### config.mk
export PLATFORM = sky130hd
export DESIGN_NAME = i2c_target_responder
export DESIGN_NICKNAME = d
export VERILOG_FILES = /design/src/rtl/i2c_pkg.sv /design/src/rtl/i2c_line_monitor.sv /design/src/rtl/i2c_target_responder.sv
export SDC_FILE = /design/constraint.sdc
export NUM_CORES = 1
export LEC_CHECK = 0
export BUFFER_PORTS_ARGS = -buffer_cell sky130_fd_sc_hd__buf_2
export CELL_PAD_IN_SITES_DETAIL_PLACEMENT = 2
export CELL_PAD_IN_SITES_GLOBAL_PLACEMENT = 2
export CORE_MARGIN = 5
export CORE_UTILIZATION = 37
export CTS_CLUSTER_SIZE = 12
export DETAILED_ROUTE_END_ITERATION = 8
export GPL_TIMING_DRIVEN = 0
export HOLD_SLACK_MARGIN = 0.06
export PLACE_DENSITY = 0.79
export SYNTH_ARGS = -nofsm -noshare
export SYNTH_HDL_FRONTEND = slang
export SYNTH_SLANG_ARGS = --single-unit
### constraint.sdc
create_clock -name clock -period 2.6 [get_ports clock]
set_input_delay 0.52 -clock clock [delete_from_list [all_inputs] [get_ports clock]]
set_output_delay 0.52 -clock clock [all_outputs]
set_load 0.05 [all_outputs]
### src/rtl/i2c_pkg.sv
// Shared I2C definitions: target FSM state encoding, byte length and the
// ACK/NACK bus levels. The ACK/NACK constants are also used by the master
// controller.
package i2c_pkg;

    typedef enum logic [2:0] {
        ST_IDLE,
        ST_ADDR,
        ST_ADDR_ACK,
        ST_WRITE_DATA,
        ST_WRITE_ACK,
        ST_READ_DATA,
        ST_READ_ACK,
        ST_IGNORE
    } i2c_state_t;

    localparam int unsigned BYTE_BITS = 8;

    localparam logic ACK  = 1'b0;
    localparam logic NACK = 1'b1;

endpackage

### src/rtl/i2c_line_monitor.sv
// I2C line conditioning: SYNC_STAGES-deep synchronizers on SCL and SDA,
// followed by a one-flop edge register on each synchronized line.
//   clock, reset : system clock, asynchronous active-high reset
//   SCL, SDAIn   : raw bus pins (asynchronous)
//   SCLRise/Fall : one-cycle strobes on synchronized SCL edges
//   StartSeen    : synced SDA fell while synced SCL stayed high
//   StopSeen     : synced SDA rose while synced SCL stayed high
//   SDASync      : synchronized SDA level
module i2c_line_monitor #(
    parameter int unsigned SYNC_STAGES = 2
) (
    input  logic clock,
    input  logic reset,
    input  logic SCL,
    input  logic SDAIn,
    output logic SCLRise,
    output logic SCLFall,
    output logic StartSeen,
    output logic StopSeen,
    output logic SDASync
);

    logic [SYNC_STAGES-1:0] scl_sync_q, scl_sync_d;
    logic [SYNC_STAGES-1:0] sda_sync_q, sda_sync_d;
    logic                   scl_prev_q, scl_prev_d;
    logic                   sda_prev_q, sda_prev_d;
    logic                   scl_s;
    logic                   sda_s;

    assign scl_s = scl_sync_q[SYNC_STAGES-1];
    assign sda_s = sda_sync_q[SYNC_STAGES-1];

    always_comb begin
        scl_sync_d = {scl_sync_q[SYNC_STAGES-2:0], SCL};
        sda_sync_d = {sda_sync_q[SYNC_STAGES-2:0], SDAIn};
        scl_prev_d = scl_s;
        sda_prev_d = sda_s;
    end

    // Idle bus level is high, so reset to 1 to avoid spurious edges.
    always_ff @(posedge clock or posedge reset) begin
        if (reset) begin
            scl_sync_q <= '1;
            sda_sync_q <= '1;
            scl_prev_q <= 1'b1;
            sda_prev_q <= 1'b1;
        end else begin
            scl_sync_q <= scl_sync_d;
            sda_sync_q <= sda_sync_d;
            scl_prev_q <= scl_prev_d;
            sda_prev_q <= sda_prev_d;
        end
    end

    // START/STOP need SCL high in both the current and previous sample, so
    // an SCL edge coinciding with an SDA edge counts as a data bit.
    always_comb begin
        SCLRise   = scl_s & ~scl_prev_q;
        SCLFall   = ~scl_s & scl_prev_q;
        StartSeen = scl_s & scl_prev_q & sda_prev_q & ~sda_s;
        StopSeen  = scl_s & scl_prev_q & ~sda_prev_q & sda_s;
        SDASync   = sda_s;
    end

endmodule

### src/rtl/i2c_target_responder.sv
// I2C target responder. Matches a 7-bit ADDRESS, ACKs it, receives write
// bytes (ACKing each) and shifts out local read bytes.
//   clock, reset   : system clock (>= 8x SCL), asynchronous active-high reset
//   SCL, SDAIn     : bus pins; SDADriveLow is the open-drain pull-down enable
//   TxData         : read byte, latched when TxRequest pulses
//   TxRequest      : one-cycle pulse as TxData is latched
//   RxData/RxValid : last written byte and its one-cycle update strobe
//   ReadNotWrite   : R/W bit of the current matched transfer
//   Busy           : high from address match until STOP / START
module i2c_target_responder
    import i2c_pkg::*;
#(
    parameter logic [6:0]  ADDRESS     = 7'h3C,
    parameter int unsigned SYNC_STAGES = 2
) (
    input  logic       clock,
    input  logic       reset,
    input  logic       SCL,
    input  logic       SDAIn,
    output logic       SDADriveLow,
    input  logic [7:0] TxData,
    output logic       TxRequest,
    output logic [7:0] RxData,
    output logic       RxValid,
    output logic       ReadNotWrite,
    output logic       Busy
);

    localparam logic [3:0] CNT_FULL = 4'(BYTE_BITS);
    localparam logic [3:0] CNT_LAST = 4'(BYTE_BITS - 1);

    logic scl_rise, scl_fall, start_seen, stop_seen, sda_sync;

    i2c_line_monitor #(
        .SYNC_STAGES(SYNC_STAGES)
    ) u_line_monitor (
        .clock    (clock),
        .reset    (reset),
        .SCL      (SCL),
        .SDAIn    (SDAIn),
        .SCLRise  (scl_rise),
        .SCLFall  (scl_fall),
        .StartSeen(start_seen),
        .StopSeen (stop_seen),
        .SDASync  (sda_sync)
    );

    i2c_state_t state_q, state_d;
    logic [3:0] bit_cnt_q, bit_cnt_d;
    logic [7:0] shift_q, shift_d;
    logic [7:0] tx_shift_q, tx_shift_d;
    logic [7:0] rx_data_q, rx_data_d;
    logic       rx_valid_q, rx_valid_d;
    logic       tx_request_q, tx_request_d;
    logic       sda_drive_low_q, sda_drive_low_d;
    logic       read_not_write_q, read_not_write_d;
    logic       busy_q, busy_d;

    always_ff @(posedge clock or posedge reset) begin
        if (reset) begin
            state_q          <= ST_IDLE;
            bit_cnt_q        <= '0;
            shift_q          <= '0;
            tx_shift_q       <= '0;
            rx_data_q        <= '0;
            rx_valid_q       <= 1'b0;
            tx_request_q     <= 1'b0;
            sda_drive_low_q  <= 1'b0;
            read_not_write_q <= 1'b0;
            busy_q           <= 1'b0;
        end else begin
            state_q          <= state_d;
            bit_cnt_q        <= bit_cnt_d;
            shift_q          <= shift_d;
            tx_shift_q       <= tx_shift_d;
            rx_data_q        <= rx_data_d;
            rx_valid_q       <= rx_valid_d;
            tx_request_q     <= tx_request_d;
            sda_drive_low_q  <= sda_drive_low_d;
            read_not_write_q <= read_not_write_d;
            busy_q           <= busy_d;
        end
    end

    always_comb begin
        state_d          = state_q;
        bit_cnt_d        = bit_cnt_q;
        shift_d          = shift_q;
        tx_shift_d       = tx_shift_q;
        rx_data_d        = rx_data_q;
        rx_valid_d       = 1'b0;
        tx_request_d     = 1'b0;
        sda_drive_low_d  = sda_drive_low_q;
        read_not_write_d = read_not_write_q;
        busy_d           = busy_q;

        if (stop_seen) begin
            state_d         = ST_IDLE;
            bit_cnt_d       = '0;
            sda_drive_low_d = 1'b0;
            busy_d          = 1'b0;
        end else if (start_seen) begin
            state_d         = ST_ADDR;
            bit_cnt_d       = '0;
            sda_drive_low_d = 1'b0;
            busy_d          = 1'b0;
        end else begin
            unique case (state_q)
                ST_IDLE: ;

                ST_ADDR: begin
                    if (scl_rise && bit_cnt_q != CNT_FULL) begin
                        shift_d   = {shift_q[6:0], sda_sync};
                        bit_cnt_d = bit_cnt_q + 4'd1;
                    end else if (scl_fall && bit_cnt_q == CNT_FULL) begin
                        bit_cnt_d = '0;
                        if (shift_q[7:1] == ADDRESS) begin
                            sda_drive_low_d  = 1'b1;
                            read_not_write_d = shift_q[0];
                            busy_d           = 1'b1;
                            state_d          = ST_ADDR_ACK;
                        end else begin
                            state_d = ST_IGNORE;
                        end
                    end
                end

                ST_ADDR_ACK: begin
                    if (scl_fall) begin
                        bit_cnt_d = '0;
                        if (read_not_write_q) begin
                            tx_shift_d      = TxData;
                            tx_request_d    = 1'b1;
                            sda_drive_low_d = ~TxData[7];
                            state_d         = ST_READ_DATA;
                        end else begin
                            sda_drive_low_d = 1'b0;
                            state_d         = ST_WRITE_DATA;
                        end
                    end
                end

                ST_WRITE_DATA: begin
                    if (scl_rise && bit_cnt_q != CNT_FULL) begin
                        shift_d   = {shift_q[6:0], sda_sync};
                        bit_cnt_d = bit_cnt_q + 4'd1;
                        if (bit_cnt_q == CNT_LAST) begin
                            rx_data_d  = {shift_q[6:0], sda_sync};
                            rx_valid_d = 1'b1;
                        end
                    end else if (scl_fall && bit_cnt_q == CNT_FULL) begin
                        bit_cnt_d       = '0;
                        sda_drive_low_d = 1'b1;
                        state_d         = ST_WRITE_ACK;
                    end
                end

                ST_WRITE_ACK: begin
                    if (scl_fall) begin
                        bit_cnt_d       = '0;
                        sda_drive_low_d = 1'b0;
                        state_d         = ST_WRITE_DATA;
                    end
                end

                // Bit 7 is already on the bus at entry; the counter tracks
                // the falls that present bits 6..0 and then the release.
                ST_READ_DATA: begin
                    if (scl_fall) begin
                        if (bit_cnt_q == CNT_LAST) begin
                            bit_cnt_d       = '0;
                            sda_drive_low_d = 1'b0;
                            state_d         = ST_READ_ACK;
                        end else begin
                            tx_shift_d      = {tx_shift_q[6:0], 1'b0};
                            sda_drive_low_d = ~tx_shift_q[6];
                            bit_cnt_d       = bit_cnt_q + 4'd1;
                        end
                    end
                end

                // bit_cnt = 1 records a master ACK seen on this SCL-rise.
                ST_READ_ACK: begin
                    if (scl_rise) begin
                        if (sda_sync == NACK) begin
                            bit_cnt_d = '0;
                            state_d   = ST_IGNORE;
                        end else begin
                            bit_cnt_d = 4'd1;
                        end
                    end else if (scl_fall && bit_cnt_q == 4'd1) begin
                        bit_cnt_d       = '0;
                        tx_shift_d      = TxData;
                        tx_request_d    = 1'b1;
                        sda_drive_low_d = ~TxData[7];
                        state_d         = ST_READ_DATA;
                    end
                end

                ST_IGNORE: sda_drive_low_d = 1'b0;

                default: begin
                    state_d         = ST_IDLE;
                    bit_cnt_d       = '0;
                    sda_drive_low_d = 1'b0;
                end
            endcase
        end
    end

    always_comb begin
        SDADriveLow  = sda_drive_low_q;
        TxRequest    = tx_request_q;
        RxData       = rx_data_q;
        RxValid      = rx_valid_q;
        ReadNotWrite = read_not_write_q;
        Busy         = busy_q;
    end

endmodule

== Word level (Yosys, flattened, before mapping) ==
Cells that the tools add are included.
Word-level totals
  register bits: 41
  bits in latches: 0
  bits in writable memories: 0
  ROM bits: 0
  input port bits: 12
  output and inout port bits: 13
  logic and storage cells: 149
  memories kept: 0
Cells by class
  add/sub/neg operators: 1
  multipliers: 0
  divide/modulo/power cells: 0
  magnitude comparators: 0
  eq/ne operators: 34
  shift operators: 0
  muxes and demuxes: 64
  bitwise gates (word level): 16
  reductions and logical operators: 20
Operators by type and width (number)
  != test 4 bit, second input constant: 12
  2-to-1 mux 3 bit: 15
  2-to-1 mux 7 bit: 6
  2-to-1 mux 4 bit: 9
  2-to-1 mux 1 bit: 29
  AND reduction 11 bit: 2
  one-hot mux 7 bit (3 select lines): 1
  one-hot mux 3 bit (6 select lines): 1
  one-hot mux 4 bit (4 select lines): 1
  equality test 3 bit, second input constant: 4
  != test 2 bit, second input constant: 6
  nonzero test 3 bit: 4
  AND reduction 5 bit: 2
  NOT 1 bit: 9
  AND reduction 9 bit: 1
  nonzero test 9 bit: 1
  AND reduction 4 bit: 2
  nonzero test 8 bit: 1
  AND 1 bit: 7
  equality test 7 x 6 -> 1 bit, second input constant: 1
  one-hot mux 1 bit (7 select lines): 1
  equality test 3 x 2 -> 1 bit, second input constant: 2
  AND reduction 6 bit: 1
  nonzero test 6 bit: 1
  13 further kinds: 16

== Logic depth before layout (Yosys ltp) ==
Gate-level depths: netlist (run 1).
  word-level depth: 8
  mapped depth: 9

== Modules after synthesis ==
From an unflattened synthesis (run 1), not the netlist that was laid out.
Unflattened totals
  cells, all modules: 196
  area, all modules: 2194.6 µm²
By module, submodules not included
  i2c_target_responder: times used 1, cells each 185, area each 2000.7 µm², seq. area each 875.8 µm²
  i2c_line_monitor: times used 1, cells each 11, area each 193.9 µm², seq. area each 157.7 µm²

== Worst setup path after synthesis (run 1) ==
No wires, ideal clock.
  path type: reg-to-reg
  start: register bit_cnt_q[0]
  end: register rx_data_q[0], in the netlist RxData[0]
  library setup time: 125 ps
  data arrival time: 1990 ps
  required time: 2475 ps
  setup slack: 486 ps
  cell stages (with the launch flop): 9
  path buffers: 1
  period minus slack after synthesis: 2114 ps
  cells stage by stage: dfrtp_1 > inv_1 > ha_1 > nand3b_1 > nand2_2 > or3_1 > buf_6 > nor3_4 > mux2_2
On the way
  cells in the longest elaborated chain, start to end: 3
  elaborated cells on any way between the ends: 4
  those cells by class: eq/ne (2); reduce/logical (2)
Ends and longest elaborated chain
  start, declared: RTL line i2c_target_responder.sv:49  | logic [3:0] bit_cnt_q, bit_cnt_d;
  start signal, assigned: RTL line i2c_target_responder.sv:73  | bit_cnt_q <= bit_cnt_d;
  != test 4 bit: RTL line i2c_target_responder.sv:144  | if (scl_rise && bit_cnt_q != CNT_FULL) begin
  logical AND 1 bit: RTL line i2c_target_responder.sv:144
  AND reduction 5 bit (no line) (*)
  end signal, assigned: RTL line i2c_target_responder.sv:76  | rx_data_q <= rx_data_d;
  end, declared: RTL line i2c_target_responder.sv:52  | logic [7:0] rx_data_q, rx_data_d;
Mark *: on every way between the ends. The rest lies on a longest branch, timed or not.
A chain may end at the register's enable or synchronous reset.

== Worst setup path after layout (run 1) ==
  start: register u_line_monitor.sda_sync_q[1]
  end: register state_q[2]
On the way
  cells in the longest elaborated chain, start to end: 4
  elaborated cells on any way between the ends: 17
  those cells by class: eq/ne (10); mux (2); bitwise (3); reduce/logical (2)
Ends and longest elaborated chain
  start, declared: RTL line i2c_line_monitor.sv:24  | logic [SYNC_STAGES-1:0] sda_sync_q, sda_sync_d;
  start signal, assigned: RTL line i2c_line_monitor.sv:49  | sda_sync_q <= sda_sync_d;
  NOT 1 bit: RTL line i2c_line_monitor.sv:60  | StartSeen = scl_s & scl_prev_q & sda_prev_q & ~sda_s;
  AND 1 bit: RTL line i2c_line_monitor.sv:60
  != test 5 x 4 -> 1 bit (no line), or another cell as far along
  AND reduction 11 bit (no line) or 2-to-1 mux 3 bit (tied branches)
  end signal, assigned: RTL line i2c_target_responder.sv:72  | state_q <= state_d;
  end, declared: RTL line i2c_target_responder.sv:48  | i2c_state_t state_q, state_d;
Parallel ways exist; a longest one is shown, timed or not.

==> metrics.csv, run 1 <==
stage;metric;value;unit
status;status;completed;
timing;fin_tns_setup;0;ns
synthesis;netlist_instances;198;
detailed_routing;vias;1658;
critical_path;critPathKind;flip-flop to flip-flop;
power;switching_share;40.8;%
clocking;worstSkewPairLatency;0.30;ns
timing;relSlewSlack;43.0;%
critical_path;worst_path_max_delay_cell;dfstp_2;
timing;fin_worst_skew;0.00514;ns
critical_path;path_cells;xnor2_1 -> nor2_1 -> nor4_2 -> nor2_1 -> nand3b_1 -> mux2_2;
synthesis;synth_nets;213;
clocking;clkSinkCount;41;
critical_path;path_delay_family;simple AND/OR/NAND/NOR gates;
global_routing;grt_pass1_wl;9880;µm
detailed_routing;wl;5640;µm
power;p_int;1.34;mW
die;io_pins;25;
layout;nNetsFinal;246;
power;ir_drop;0.000390;V
power;clkPwrFrac;18.5;%
power;seqPwrFrac;38.5;%
power;p_per_area;941;mW/mm²
die;coreArea;0.00547;mm²
timing;tightest_slew;0.853;ns
global_routing;grt_max_degree;42;
synthesis;avgSynthCellArea;10.5;µm²
timing;maxSlewViolCount;0;
global_routing;grt_overflow;0;
layout;areaGrowthSynthToFinish;15.7;%
critical_path;end_kind;flip-flop;
global_routing;grt_usage;17.2;%
clocking;clk_path_buf_depth;2;
detailed_routing;ant_nets;0;
die;row_count;27;
critical_path;start_kind;flip-flop;
place;routabilityCongestion;0.803;
job;maxCapViolCount;0;
clocking;cts_hold_buf;0;
synthesis;synth_commonest_cells;35 x dfrtp_1, 21 x nor2_1, 18 x mux2_2;
global_routing;grt_pass1_vias;1896;
layout;final_cells;304;
synthesis;synth_top_flop_cell;dfrtp_1;
critical_path;crit_top_cell;nor2_1;
timing;min_period;2.42;ns
clocking;cts_tree;yes;
synthesis;synth_edf_count;0;
detailed_routing;drtIter0Drc;78;
detailed_routing;viasPerCell;5.45;
synthesis;synth.top_cell.area_share;42.2;%
timing;rsz0062_at_grt;no;
timing;fmaxAchievable;412;MHz
critical_path;critPathRequiredTime;2.79;ns
detailed_routing;first_pass_iters;4;
synthesis;yosysUniqueCellTypes;47;
layout;drive_above_1_share;29.7;%
synthesis;synth.cell_area;0.00208;mm²
timing;setup_viol;0;
synthesis;synthTopCellsByArea;dfrtp_1 42%, mux2_2 9.8%, dfstp_2 7.6%;
critical_path;arrival;2.62;ns
die;die-area;0.00721;mm²
synthesis;ys_ff_latch;41;
place;placedCellCount;294;
synthesis;synth_seq_area_share;49.8;%
power;switching_power;0.923;mW
die;initial_core_util;37.9;%
die;fp.dieW;84.9;µm
timing;min_period_over_period;93.3;%
timing;final-hold-violation-count;0;
critical_path;crit_fanout;8;
synthesis;yosysMostFrequentCell;dfrtp_1;
synthesis;synthArstFlopShare;100;%
detailed_routing;drc_errors;0;
hold_path;min_path_type;primary input to flip-flop;
clocking;cts-buffers-inserted;5;
detailed_routing;wl_per_cell;18.6;µm
timing;fin_hold_ws;0.311;ns
critical_path;worst_path_largest_cell_delay;0.64;ns
power;combPwrFrac;43.0;%
die;die_h;84.9;µm
synthesis;synth_top_area_cell;dfrtp_1;
place;hpwl;4070;µm
layout;n_antenna_cell;0;
synthesis;yosys_warnings;0;
clocking;cts.htree.levels;2;
global_routing;grt_antenna_before_repair;0;
clocking;clk_pin_slew_worst_paths;0.08;ns
critical_path;critPathBufInv;0;
place;port_buffers;24;
power;p_leak;1.15;nW
layout;final_util;43.9;%
clocking;root_buffer;clkbuf_8;
[stage by stage]
stage | setup slack (ns) | power [mW] | area (µm²)
after global routing | 0.0160 | 2.45 | 2400
after CTS | 0.0269 | 2.28 | 2370
final | 0.175 | 2.26 | 2400
after global placement | 0.0371 | 1.80 | 2290
after detailed placement | 0.0510 | 1.84 | 2290
after floorplan | 0.486 | 1.58 | 2080
[sequential cells by signal, summed over array words and instances (netlist names)]
name	flops
TxRequest	1
state_q	3
u_line_monitor.scl_sync_q	2
Busy	1
shift_q	8
RxValid	1
tx_shift_q	7
u_line_monitor.sda_sync_q	2
u_line_monitor.sda_prev_q	1
ReadNotWrite	1
SDADriveLow	1
u_line_monitor.scl_prev_q	1
RxData	8
bit_cnt_q	4
[cells by family (layout without fill, tap and decap cells)]
family	Yosys count	in the layout	share of synthesized area, %
AOI/OAI and AO/OA	46	46	14.9
xor gates and xnor gates	1	1	0.422
adders and majority gates	3	3	1.81
buffers and inverters	17	51	3.68
DFF	41	41	49.8
muxes	27	27	14.1
and+or+nand+nor	63	63	15.3
[timing repair]
action / CTS / global route
resized for setup: 0 / 2
buffers inserted: 0 / 2
endpoints found under the setup margin: 0 / 15
[final timing paths]
check	from	to	slack (ns)	depth (start not counted)
min in group asynchronous	reset	RxData[0]	0.39	2
worst max register to register	u_line_monitor.sda_sync_q[1]	state_q[2]	0.18	6
worst max-delay path	u_line_monitor.sda_sync_q[1]	state_q[2]	0.18	6
max in group asynchronous	reset	bit_cnt_q[2]	1.68	2
worst min register to register	u_line_monitor.scl_sync_q[0]	u_line_monitor.scl_sync_q[1]	0.36	0
worst min-delay path	SCL	u_line_monitor.scl_sync_q[0]	0.31	1
[power groups by stage]
| stage | sequential (mW) | clock, mW | combinational, mW |
|---|---|---|---|
| global route | 0.892 | 0.469 | 1.09 |
| CTS | 0.872 | 0.438 | 0.970 |
| floorplan | 0.873 | 0 | 0.706 |
| detailed placement | 0.883 | 0 | 0.959 |
| finish | 0.870 | 0.419 | 0.972 |
| global placement | 0.872 | 0 | 0.931 |
[final cells by class]
type | count | area [µm²]
clock inverter | 2 | 15.0
timing repair buffer | 26 | 135
inverter | 9 | 33.8
fill | 633 | 3070
sequential | 41 | 1030
buffer | 8 | 42.5
tap | 72 | 90.1
multi-input combinational | 140 | 980
clock buffer | 6 | 72.6
[per-layer routing]
metal | vias to the layer above | wire [µm] | GRT usage (%) | share of wire, %
li1 | 783 | - | - | -
met5 | - | 0 | 0 | 0
met2 | 26 | 2770 | 28.0 | 49
met3 | 7 | 177 | 3.01 | 3.1
met4 | 0 | 71 | 5.18 | 1.3
met1 | 842 | 2620 | 23.5 | 46
[placed cells by master (no fill, tap or decap), types with 2 or more instances in the layout]
master      synthesis  layout
a211oi_1            2       2
a21oi_1            13      13
a22oi_1             2       2
a2bb2oi_1           2       2
a31oi_1             2       2
a32o_1              2       2
and2_1              2       2
buf_2               1      25
buf_4               1       3
clkbuf_1            4       5
clkbuf_8            0       5
clkinvlp_4          0       2
dfrtp_1            35      35
dfstp_2             6       6
ha_1                3       3
inv_1               9       8
mux2_2             18      18
mux2i_1             9       9
nand2_1            11      11
nand2b_1            2       2
nand3_1             9       9
nand3b_1            3       3
nor2_1             21      21
nor2b_1             2       2
nor3_1              4       4
o21ai_0             7       7
o22ai_1             5       5
or2_2               2       2
(Power assumes the default switching activity.)
==> inputs of run 2 (changes only) <==
- CORE_UTILIZATION: 37 -> 38
- SYNTH_HIERARCHICAL: default -> 1
- clock period: 2.6 -> 2.7 ns (I/O delays scaled with it)
==> run 2 against run 1 <==
Against the previous run:
- sequential share of layout area fell by 2.1 points
- maximum frequency rose by 0.68%
- critical path type unchanged
- critical path depth did not move
==> metrics.csv, run 2 <==
stage;metric;value;unit;change
layout;nNetsFinal;242;;-1.6%
layout;final_common_cell;dfrtp_1;;
timing;final-hold-violation-count;0;;unchanged
detailed_routing;wl_per_cell;19.3;µm;+4.2%
detailed_routing;viasPerCell;5.56;;+1.9%
synthesis;synth_seq_area_share;47.1;%;-2.7 points
synthesis;synthArstFlopShare;100;%;unchanged
clocking;cts_hold_buf;0;;unchanged
place;dp_slack;0.125;ns;+0.0744 ns
power;p_per_area;991;mW/mm²;+5.3%
synthesis;synth_nets;211;;-0.94%
power;p_total;2.50;mW;+11%
hold_path;whs_path_depth;1;;unchanged
synthesis;synth.top_cell.area_share;39.9;%;-2.3 points
timing;min_period_over_period;89.2;%;-4.1 points
critical_path;start_kind;flip-flop;;
timing;maxSlewViolCount;0;;unchanged
synthesis;netlist_instances;196;;-1.0%
critical_path;worst_path_largest_cell_delay;0.55;ns;-0.09 ns
critical_path;worst_path_max_delay_cell;dfstp_2;;
place;hpwl;4270;µm;+4.9%
hold_path;min_path_type;primary input to flip-flop;;
clocking;cts.htree.levels;2;;unchanged
clocking;clk_path_buf_depth;2;;unchanged
power;p_leak;1.19;nW;+3.1%
die;row_count;27;;unchanged
critical_path;r2r_cells;6;;unchanged
critical_path;r2r_start;u_line_monitor/scl_prev_q;;
critical_path;crit_fanout;8;;unchanged
die;io_pins;25;;unchanged
timing;fmaxAchievable;415;MHz;+0.68%
layout;areaGrowthSynthToFinish;15.2;%;
detailed_routing;wl;5800;µm;+2.8%
global_routing;grt_overflow;0;;unchanged
global_routing;grt_pass1_wl;9960;µm;+0.77%
synthesis;synth.cell_area;0.00219;mm²;+5.7%
detailed_routing;first_pass_iters;4;;unchanged
critical_path;path_cells;nor2b_2 -> nand4b_1 -> a311oi_1 -> o221ai_2 -> a211oi_1 -> a211oi_1;;
job;maxCapViolCount;0;;unchanged
critical_path;crit_top_cell;a211oi_1;;
synthesis;synth_top_flop_cell;dfrtp_1;;
place;port_buffers;24;;unchanged
timing;rsz0062_at_grt;no;;
die;coreArea;0.00557;mm²;+1.9%
synthesis;synth_commonest_cells;35 x dfrtp_1, 27 x mux2_2, 15 x nand2_1, 15 x nor2_1, 11 x inv_1;;
global_routing;grt_antenna_before_repair;0;;unchanged
layout;mostFrequentLayoutCells;35 x dfrtp_1, 29 x buf_2, 27 x mux2_2;;
status;status;completed;;
detailed_routing;ant_nets;0;;unchanged
critical_path;critPathRequiredTime;2.86;ns;+0.07 ns
critical_path;path_delay_family;compound AO/OA/AOI/OAI gates;;
layout;drive_above_1_share;37.3;%;+7.5 points
power;ir_drop;0.000388;V;-0.55%
timing;fin_worst_skew;0.00371;ns;-0.00144 ns
layout;final_cells;300;;-1.3%
critical_path;critPathBufInv;0;;unchanged
synthesis;yosysUniqueCellTypes;52;;+11%
detailed_routing;drc_errors;0;;unchanged
timing;setup_viol;0;;unchanged
hold_path;hold_start;SCL;;
synthesis;synthTopCellsByArea;dfrtp_1 40%, mux2_2 14%, dfstp_2 7.2%;;
clocking;cts-buffers-inserted;5;;unchanged
place;routabilityCongestion;0.786;;-2.1%
clocking;clkSinkCount;41;;unchanged
synthesis;yosysMostFrequentCell;dfrtp_1;;
critical_path;rr_endpoint;state_q[0];;
die;fp.dieW;86.0;µm;+1.3%
global_routing;grt_max_degree;36;;-14%
global_routing;grt_pass1_vias;1889;;-0.37%
layout;n_antenna_cell;0;;unchanged
synthesis;avgSynthCellArea;11.2;µm²;+6.8%
layout;design_area;0.00253;mm²;+5.2%
critical_path;end_kind;flip-flop;;
place;dpl_cell_area;0.00240;mm²;+5.2%
die;initial_core_util;39.4;%;+1.4 points
timing;relSlewSlack;50.2;%;+7.2 points
timing;tightest_slew;0.745;ns;-0.108 ns
synthesis;synth_top_area_cell;dfrtp_1;;
timing;fin_ws;0.292;ns;+0.116 ns
die;die-area;0.00740;mm²;+2.6%
clocking;root_buffer;clkbuf_8;;
critical_path;arrival;2.56;ns;-0.06 ns
place;placedCellCount;292;;-0.68%
synthesis;synth_edf_count;0;;unchanged
global_routing;grt_usage;17.2;%;about the same
timing;min_period;2.41;ns;-0.0164 ns
critical_path;critPathKind;flip-flop to flip-flop;;
synthesis;yosys_warnings;6;;+6
clocking;clk_pin_slew_worst_paths;0.08;ns;about the same
die;die_h;86.0;µm;+1.3%
detailed_routing;drtIter0Drc;45;;-42%
critical_path;startpoint;u_line_monitor/scl_prev_q;;
critical_path;r2r_slack;0.29;ns;+0.12 ns
clocking;worstSkewPairLatency;0.29;ns;about the same
synthesis;ys_ff_latch;41;;unchanged
hold_path;hold_end;u_line_monitor/scl_sync_q[0];;
timing;fin_tns_setup;0;ns;unchanged
clocking;cts_setup_buffers;0;;unchanged
detailed_routing;vias;1667;;+0.54%
clocking;cts-resized-gates;0;;unchanged
layout;fill_cells;597;;-5.7%
clocking;cts_tree;yes;;
run 2: changes by cell type after synthesis, moves of 3 or more:
| cell | previous run | this run |
|---|---|---|
| mux2i_1 | 9 | 2 |
| o22ai_1 | 5 | 1 |
| buf_2 | 1 | 5 |
| nand3_1 | 9 | 1 |
| a211oi_1 | 2 | 6 |
| nor2_1 | 21 | 15 |
| nor2b_1 | 2 | 5 |
| nand2_1 | 11 | 15 |
| a21oi_1 | 13 | 4 |
| mux2_2 | 18 | 27 |
run 2: cell families (layout without fill, tap and decap cells):
logic type	after synthesis	after routing	share of synthesized area [%]
simple gates	61	61	17.7
compound gates	41	41	14.0
flops	41	41	47.1
mux	30	30	15.5
buf+inv	20	52	4.05
fa+ha+maj	3	3	1.71
run 2: cell type report:
cell class	instances	area, µm²	area share (%)
Clock buffer	6	82.6	3.27
Tap cell	72	90.1	3.56
Multi-Input combinational cell	135	1070	42.5
Buffer	9	47.5	1.88
Inverter	11	41.3	1.63
Clock inverter	2	37.5	1.49
Sequential cell	41	1030	40.9
Timing Repair Buffer	24	120	4.75
run 2: report_power, final:
part	switching (mW)	leakage [nW]	internal, mW	total [mW]
Clock	0.216	0.0574	0.301	0.516
Sequential	0.110	0.520	0.763	0.873
Combinational	0.639	0.609	0.476	1.12
run 2: worst max-delay path by stage:
stage	cells past startpoint	slack, ns	end
finish	6	0.29	state_q[0]
global route	6	0.14	state_q[0]
CTS	6	0.10	state_q[0]
detailed placement	6	0.13	state_q[0]
global placement	6	0.17	state_q[0]
floorplan	4	0.70	ReadNotWrite
run 2: worst register-to-register path, delay by kind of cell, from the launching register on:
| kind | cells | cell delay [ns] |
|---|---|---|
| AOI/OAI and AO/OA | 4 | 1.08 |
| and+or+nand+nor | 2 | 0.64 |
| DFF | 1 | 0.55 |
run 2: metal layers:
layer / track usage (%) / share of wire [%] / vias to the layer above / wire length, µm
met1: 22.2 / 44 / 865 / 2580
met4: 5.76 / 1.7 / 0 / 97
met5: 0 / 0 / - / 0
li1: - / - / 774 / -
met3: 3.07 / 2.3 / 8 / 133
met2: 29.0 / 52 / 20 / 2990
run 2: per-stage QoR:
| stage | utilization (%) | hold slack, ns |
|---|---|---|
| 2_1_floorplan | - | 0.345 |
| 3_3_place_gp | 43.1 | 0.345 |
| 3_5_place_dp | 43.1 | 0.348 |
| 4_1_cts | 45.3 | 0.336 |
| 5_1_grt | 45.3 | 0.327 |
| 6_report | 45.3 | 0.341 |
==> inputs of run 3 (changes only) <==
- CORE_UTILIZATION: 38 -> 40
- CTS_BUF_LIST: default -> sky130_fd_sc_hd__clkbuf_4 sky130_fd_sc_hd__clkbuf_8
- PLACE_DENSITY: 0.79 -> 0.83
==> run 3 against run 2 <==
Against the previous run:
- routed wire length grew 4.3%
- sequential power grew 0.5%
- sequential share of layout area grew 0.14 points
- critical path type unchanged
- critical endpoint is now RxData[2]
- largest cell class unchanged
==> metrics.csv, run 3 (synthesis results as in run 2) <==
stage;metric;value;unit;change
detailed_routing;wl;6050;µm;+4.3%
critical_path;critPathKind;flip-flop to flip-flop;;
detailed_routing;vias;1719;;+3.1%
die;die_h;84.1;µm;-2.2%
critical_path;arrival;2.61;ns;+0.05 ns
global_routing;grt_antenna_before_repair;0;;unchanged
detailed_routing;viasPerCell;5.73;;+3.1%
detailed_routing;drc_errors;0;;unchanged
critical_path;r2r_slack;0.27;ns;-0.02 ns
global_routing;grt_usage;18.6;%;+1.4 points
clocking;cts.htree.levels;2;;unchanged
clocking;clk_pin_slew_worst_paths;0.08;ns;about the same
clocking;cts_hold_buf;0;;unchanged
die;io_pins;25;;unchanged
timing;maxSlewViolCount;0;;unchanged
critical_path;rr_endpoint;RxData[2];;
detailed_routing;drtIter0Drc;75;;+67%
global_routing;grt_pass1_vias;1997;;+5.7%
timing;rsz0062_at_grt;no;;
critical_path;end_kind;flip-flop;;
timing;fin_hold_ws;0.352;ns;+0.0113 ns
status;status;completed;;
timing;setup_viol;0;;unchanged
layout;mostFrequentLayoutCells;35 x dfrtp_1, 29 x buf_2, 27 x mux2_2;;
layout;drive_above_1_share;37.3;%;unchanged
clocking;cts-resized-gates;0;;unchanged
timing;tightest_slew;0.746;ns;+0.000905 ns
timing;fmaxAchievable;411;MHz;-0.91%
global_routing;grt_pass1_wl;10400;µm;+4.2%
clocking;worstSkewPairLatency;0.30;ns;about the same
timing;fin_worst_skew;0.0118;ns;+0.00808 ns
timing;fin_ws;0.270;ns;-0.0221 ns
die;row_count;27;;unchanged
die;initial_core_util;40.6;%;+1.2 points
timing;min_period;2.43;ns;+0.0221 ns
critical_path;r2r_start;u_line_monitor/scl_sync_q[1];;
layout;design_area;0.00252;mm²;-0.35%
detailed_routing;first_pass_iters;4;;unchanged
critical_path;crit_end;RxData[2];;
power;ir_drop;0.000485;V;+25%
clocking;cts_tree;yes;;
clocking;cts_setup_buffers;0;;unchanged
job;maxCapViolCount;0;;unchanged
clocking;clk_path_buf_depth;2;;unchanged
layout;areaGrowthSynthToFinish;14.8;%;
global_routing;grt_max_degree;36;;unchanged
critical_path;r2r_cells;5;;-1
die;fp.dieW;84.1;µm;-2.2%
critical_path;critPathRequiredTime;2.88;ns;+0.02 ns
timing;relSlewSlack;50.2;%;-0.060 points
power;p_per_area;992;mW/mm²;about the same
clocking;clkSinkCount;41;;unchanged
timing;min_period_over_period;90.0;%;+0.82 points
critical_path;crit_fanout;9;;+1
critical_path;start_kind;flip-flop;;
die;coreArea;0.00541;mm²;-3.0%
detailed_routing;wl_per_cell;20.2;µm;+4.3%
place;dp_slack;0.0826;ns;-0.0428 ns
die;die-area;0.00707;mm²;-4.4%
timing;final-hold-violation-count;0;;unchanged
clocking;root_buffer;clkbuf_8;;
place;hpwl;4540;µm;+6.4%
critical_path;startpoint;u_line_monitor/scl_sync_q[1];;
place;routabilityCongestion;0.823;;+4.8%
clocking;cts-buffers-inserted;5;;unchanged
detailed_routing;ant_nets;0;;unchanged
layout;nNetsFinal;242;;unchanged
hold_path;min_path_type;primary input to flip-flop;;
place;port_buffers;24;;unchanged
global_routing;grt_overflow;0;;unchanged
layout;n_antenna_cell;0;;unchanged
timing;fin_tns_setup;0;ns;unchanged
place;dpl_cell_area;0.00240;mm²;unchanged
layout;final_common_cell;dfrtp_1;;
power;p_leak;1.19;nW;about the same
-- run 3: changes by cell type in the layout (fill, tap and decap cells not counted) --
cell / change
clkinv_2: +1
clkbuf_8: -1
clkbuf_4: +1
clkinvlp_4: -1
-- run 3: worst min path at each step --
stage / from / end / slack (ns) / depth (start not counted)
3_5_place_dp: u_line_monitor/sda_sync_q[0] / u_line_monitor/sda_sync_q[1] / 0.35 / 0
2_1_floorplan: u_line_monitor/scl_sync_q[0] / u_line_monitor/scl_sync_q[1] / 0.35 / 0
3_3_place_gp: u_line_monitor/scl_sync_q[0] / u_line_monitor/scl_sync_q[1] / 0.35 / 0
6_report: SDAIn / u_line_monitor/sda_sync_q[0] / 0.35 / 1
5_1_grt: SDAIn / u_line_monitor/sda_sync_q[0] / 0.34 / 1
4_1_cts: SCL / u_line_monitor/scl_sync_q[0] / 0.35 / 1
-- run 3: critical path: stages (launching register included) --
cell,delay (ns)
dfstp_2,0.59
nor2b_1,0.44
inv_1,0.19
nor2_1,0.36
nand4_2,0.35
mux2_2,0.38
-- run 3: power by group --
group	switching (mW)	internal, mW	leakage, nW
Sequential	0.114	0.763	0.520
Combinational	0.647	0.477	0.609
Clock	0.212	0.285	0.0586
Total	0.973	1.53	1.19
-- run 3: cell type report --
cell class / count / area (µm²)
Clock buffer: 6 / 76.3
Inverter: 11 / 41.3
Buffer: 9 / 47.5
Tap cell: 72 / 90.1
Sequential cell: 41 / 1030
Multi-Input combinational cell: 135 / 1070
Timing Repair Buffer: 24 / 120
Fill cell: 572 / 2890
Clock inverter: 2 / 35.0
-- run 3: metal layers --
metal | global-route usage (%) | vias to the layer above | wire length (µm)
met3 | 3.75 | 14 | 185
met5 | 0 | - | 0
met1 | 21.4 | 895 | 2520
met4 | 7.46 | 0 | 162
met2 | 33.4 | 37 | 3180
li1 | - | 773 | -
-- run 3: metrics by stage --
step / instances / total power [mW] / utilization [%]
6_report: 300 / 2.50 / 46.6
4_1_cts: 300 / 2.53 / 46.6
3_5_place_dp: 292 / 2.01 / 44.5
5_1_grt: 300 / 2.67 / 46.6
3_3_place_gp: 292 / 1.93 / 44.5
2_1_floorplan: 196 / 1.71 / -
